File: src/rtl/gate_sweep_controller.sv
// Self-test sequencer for one combinational gate: walks every input vector,
// holds it for HOLD_CYCLES settle cycles, samples the output and tallies mismatches.
module gate_sweep_controller #(
    parameter int                         N_INPUTS    = 2,
    parameter int                         HOLD_CYCLES = 1,
    parameter logic [(1<<N_INPUTS)-1:0]   EXPECTED    = 4'b1000
) (
    input  logic                  clk,
    input  logic                  rst_n,
    input  logic                  start,
    input  logic                  abort,
    input  logic                  gate_out,
    output logic [N_INPUTS-1:0]   gate_in,
    output logic                  busy,
    output logic                  done,
    output logic                  pass,
    output logic [N_INPUTS:0]     fail_count,
    output logic [N_INPUTS-1:0]   first_fail_vec,
    output logic                  first_fail_valid
);

    localparam int                CW       = (HOLD_CYCLES < 2) ? 1 : $clog2(HOLD_CYCLES + 1);
    localparam logic [CW-1:0]     HOLD_LD  = CW'(HOLD_CYCLES);
    localparam logic [N_INPUTS-1:0] LAST_VEC = '1;

    typedef enum logic [1:0] {
        IDLE,
        SETTLE,
        SAMPLE,
        DONE
    } state_t;

    state_t                state_q, state_d;
    logic [N_INPUTS-1:0]   vec_q, vec_d;
    logic [CW-1:0]         cnt_q, cnt_d;
    logic [N_INPUTS:0]     fails_q, fails_d;
    logic [N_INPUTS-1:0]   ffv_q, ffv_d;
    logic                  ffvalid_q, ffvalid_d;
    logic                  mismatch;

    assign mismatch = (gate_out != EXPECTED[vec_q]);

    always_ff @(posedge clk or negedge rst_n) begin
        if (!rst_n) begin
            state_q   <= IDLE;
            vec_q     <= '0;
            cnt_q     <= '0;
            fails_q   <= '0;
            ffv_q     <= '0;
            ffvalid_q <= 1'b0;
        end else begin
            state_q   <= state_d;
            vec_q     <= vec_d;
            cnt_q     <= cnt_d;
            fails_q   <= fails_d;
            ffv_q     <= ffv_d;
            ffvalid_q <= ffvalid_d;
        end
    end

    always_comb begin
        state_d   = state_q;
        vec_d     = vec_q;
        cnt_d     = cnt_q;
        fails_d   = fails_q;
        ffv_d     = ffv_q;
        ffvalid_d = ffvalid_q;

        case (state_q)
            IDLE, DONE: begin
                // abort beats start: a simultaneous pair parks the sweeper in IDLE
                if (abort && start) begin
                    state_d = IDLE;
                    vec_d   = '0;
                end else if (start) begin
                    state_d   = SETTLE;
                    vec_d     = '0;
                    cnt_d     = HOLD_LD;
                    fails_d   = '0;
                    ffv_d     = '0;
                    ffvalid_d = 1'b0;
                end
            end
            SETTLE: begin
                if (abort) begin
                    state_d = IDLE;
                    vec_d   = '0;
                end else if (cnt_q == CW'(1)) begin
                    state_d = SAMPLE;
                end else begin
                    cnt_d = cnt_q - CW'(1);
                end
            end
            SAMPLE: begin
                if (abort) begin
                    state_d = IDLE;
                    vec_d   = '0;
                end else begin
                    if (mismatch) begin
                        fails_d = fails_q + (N_INPUTS + 1)'(1);
                        if (!ffvalid_q) begin
                            ffvalid_d = 1'b1;
                            ffv_d     = vec_q;
                        end
                    end
                    if (vec_q == LAST_VEC) begin
                        state_d = DONE;
                    end else begin
                        state_d = SETTLE;
                        vec_d   = vec_q + N_INPUTS'(1);
                        cnt_d   = HOLD_LD;
                    end
                end
            end
            default: state_d = IDLE;
        endcase
    end

    assign gate_in          = vec_q;
    assign busy             = (state_q == SETTLE) || (state_q == SAMPLE);
    assign done             = (state_q == DONE);
    assign pass             = done && (fails_q == '0);
    assign fail_count       = fails_q;
    assign first_fail_vec   = ffv_q;
    assign first_fail_valid = ffvalid_q;

endmodule

File: config.mk
export PLATFORM = sky130hd
export DESIGN_NAME = gate_sweep_controller
export DESIGN_NICKNAME = d
export VERILOG_FILES = /design/src/rtl/gate_sweep_controller.sv
export SDC_FILE = /design/constraint.sdc
export NUM_CORES = 1
export LEC_CHECK = 0
export BUFFER_PORTS_ARGS = -buffer_cell sky130_fd_sc_hd__buf_2
export CORE_UTILIZATION = 50
export DETAILED_ROUTE_END_ITERATION = 8
export HOLD_SLACK_MARGIN = 0.08
export PLACE_DENSITY = 0.85
export SLEW_MARGIN = 5
export SYNTH_ARGS = -nofsm -noshare
export SYNTH_HDL_FRONTEND = slang
export SYNTH_SLANG_ARGS = --single-unit
File: constraint.sdc
create_clock -name clk -period 2.32 [get_ports clk]
set_clock_uncertainty 0.2 [all_clocks]
set_input_delay 0.116 -clock clk [delete_from_list [all_inputs] [get_ports clk]]
set_output_delay 0.116 -clock clk [all_outputs]
set_load 0.05 [all_outputs]
==> reports/qor.yml <==
hpwl_um: 1000
layout-drive-gt1-share_pct: 26.0
grt_pass1_vias: 541
crit_type: "flop to flop"
async_flop_share_pct: 100
synth_seq_cells: 11
grt_first_pass_wirelength_um: 2250
synth_common_cells: "11 x dfrtp_1, 10 x nand2_1, 6 x ha_1, 6 x inv_1, 6 x nand3_1"
tightest_slew_ps: 490
whs_endpoint: "first_fail_vec[0]$_DFFE_PN0P_"
diodes: 0
postCtsSetupBuffers: 0
area_growth_pct: 27.3
cp_max_fo: 5
clkLatencyLatePin_ps: 270
port_buffers: 15
peakVddDrop_uv: 749
rsz0062_at_grt: "no"
hold_class: "flop to flop"
min_path_cells: 2
fin_crit_ps: 1940
setup_viol: 0
boundaryPins: 16
max_freq_mhz: 514
maxSlewViolCount: 0
antenna_found_initial: 0
clock-sinks: 11
status: "finished, final reports clean"
finalHoldViolCount: 0
cts_tree: "done"
gr-total-overflow: 0
grt_max_degree: 12
seq_area_um2: 275
antenna_left: 0
worst_ep_arrival_time_ps: 1950
rrSetupSlack_ps: 380
cp.required_ps: 2330
drt-initial-drc-count: 5
fill_cells: 86
core_area_um2: 1170
synth_top_cell_area_share_pct: 41.7
grt_usage_pct: 22.9
syn_area_um2: 661
cap_violations: 0
via_count: 571
power.density_nw_per_um2: 1040
netlist_top_cells_area: "dfrtp_1 42%, ha_1 11%, nand2_1 5.7%"
setup_tns_ps: 0
worstHoldStart: "first_fail_vec[0]$_DFFE_PN0P_"
reg2reg_from: "state_q[0]$_DFFE_PN0P_"
slew_headroom_pct: 67.2
period_share_pct: 83.8
multiInputGateArea_um2: 359
num_rows: 12
seq_area_frac_synth_pct: 41.7
clock-root-buffer: "clkbuf_4"
wirelength_um: 1370
avgSynthCellArea_um2: 9.30
synth.most_common_cell: "dfrtp_1"
die_width_um: 38.4
yosys_warnings: 0
initial_core_util_pct: 56.4
end_kind: "flop"
cts_buffers: 3
clk_pin_slew_ps: 70
syn-instance-count: 71
wl_per_cell_um: 12.4
cts_buffer_depth: 2
synth_edf_count: 0
cp-start-kind: "flop"
final_nets: 108
postSynth.topFlopCell: "dfrtp_1"
ctsHtreeMaxLevel: 1
holdWs_ps: 315
vias_per_cell: 5.19
place.gp.congestion: 0.754
die_area_um2: 1470
synth.distinct_cells: 25
reg2regPathDepth: 6
synth_nets: 82
die-height_um: 38.4
synth_top_area_cell: "dfrtp_1"
drtPass1Iterations: 4
r2r-end: "fail_count[2]$_DFFE_PN0P_"
route.detailed.drc: 0
p_leak_nw: 0.444
## area by class of cell
| type | count | area share (%) |
|---|---|---|
| clock buffers | 4 | 3.13 |
| inverters | 6 | 2.68 |
| multi-input cells | 53 | 42.7 |
| flip-flops and latches | 11 | 32.7 |
| well taps | 14 | 2.08 |
| repair buffers | 22 | 16.7 |
## worst max-delay path, cell delays in order (launching register included)
cell and delay [ps]:
dfrtp_1 400, inv_1 60, ha_1 350, nand2b_1 160
nand2_2 110, or4b_1 510, nand3_1 100
## metrics by stage
step	setup WS [ps]	util (%)	total power, mW	cell area [um2]	instances
3_5_place_dp	386	65.3	0.741	764	101
3_3_place_gp	456	65.3	0.725	764	101
4_1_cts	380	71.8	0.879	841	110
5_1_grt	267	71.8	0.939	841	110
6_report	375	71.8	0.876	841	110
2_1_floorplan	272	-	0.625	661	71
## where the power goes
part / internal, mW / switching (mW) / total [mW]
sequential: 0.227 / 0.0352 / 0.263
combinational: 0.158 / 0.324 / 0.483
clock: 0.0665 / 0.0643 / 0.131
total: 0.452 / 0.424 / 0.876
## per-layer routing
metal / routed length, um / global-route usage (%) / up-vias
met1: 666 / 26.0 / 259
met3: 47 / 5.23 / 2
met5: 0 / 0 / -
met4: 16 / 10.3 / 0
li1: - / - / 294
met2: 635 / 40.3 / 16
## how the worst max path moves through the flow
stage | start | slack, ps | endpoint | cells past startpoint
after floorplan | gate_in[0]$_DFFE_PN0P_ | 270 | fail_count[2]$_DFFE_PN0P_ | 5
after global placement | state_q[0]$_DFFE_PN0P_ | 460 | first_fail_valid$_DFFE_PN0P_ | 6
after detailed placement | state_q[0]$_DFFE_PN0P_ | 390 | fail_count[2]$_DFFE_PN0P_ | 6
after CTS | state_q[0]$_DFFE_PN0P_ | 380 | fail_count[2]$_DFFE_PN0P_ | 6
after global routing | state_q[0]$_DFFE_PN0P_ | 270 | fail_count[2]$_DFFE_PN0P_ | 6
final | state_q[0]$_DFFE_PN0P_ | 380 | fail_count[2]$_DFFE_PN0P_ | 6
## registers in the layout (all words and copies together) (netlist names)
name / cells
first_fail_valid: 1
first_fail_vec: 2
fail_count: 3
cnt_q: 1
state_q: 2
gate_in: 2
## what timing repair did
action | CTS | global route
gates resized for setup | 0 | 0
hold buffers | 5 | 0
endpoints found under the hold margin | 16 | 0
## kinds of logic after synthesis
logic type	synth area share [%]
adders and majority gates	11.4
muxes	6.44
DFF	41.7
buffers and inverters	3.98
AOI/OAI and AO/OA	11.7
xor gates and xnor gates	2.65
and+or+nand+nor	22.2
## cell usage in the layout (no fill, tap or decap), types with 2 or more instances in the layout
cell	count
nand2_1	10
inv_1	6
o21ai_0	4
nor2_1	4
nand2b_1	2
ha_1	6
a21oi_1	3
clkbuf_4	3
buf_4	2
mux2i_1	2
nand4_1	2
buf_2	15
nand3_1	6
dfrtp_1	11
mux2_2	2
dlygate4sd3_1	5
(Power assumes the default switching activity.)
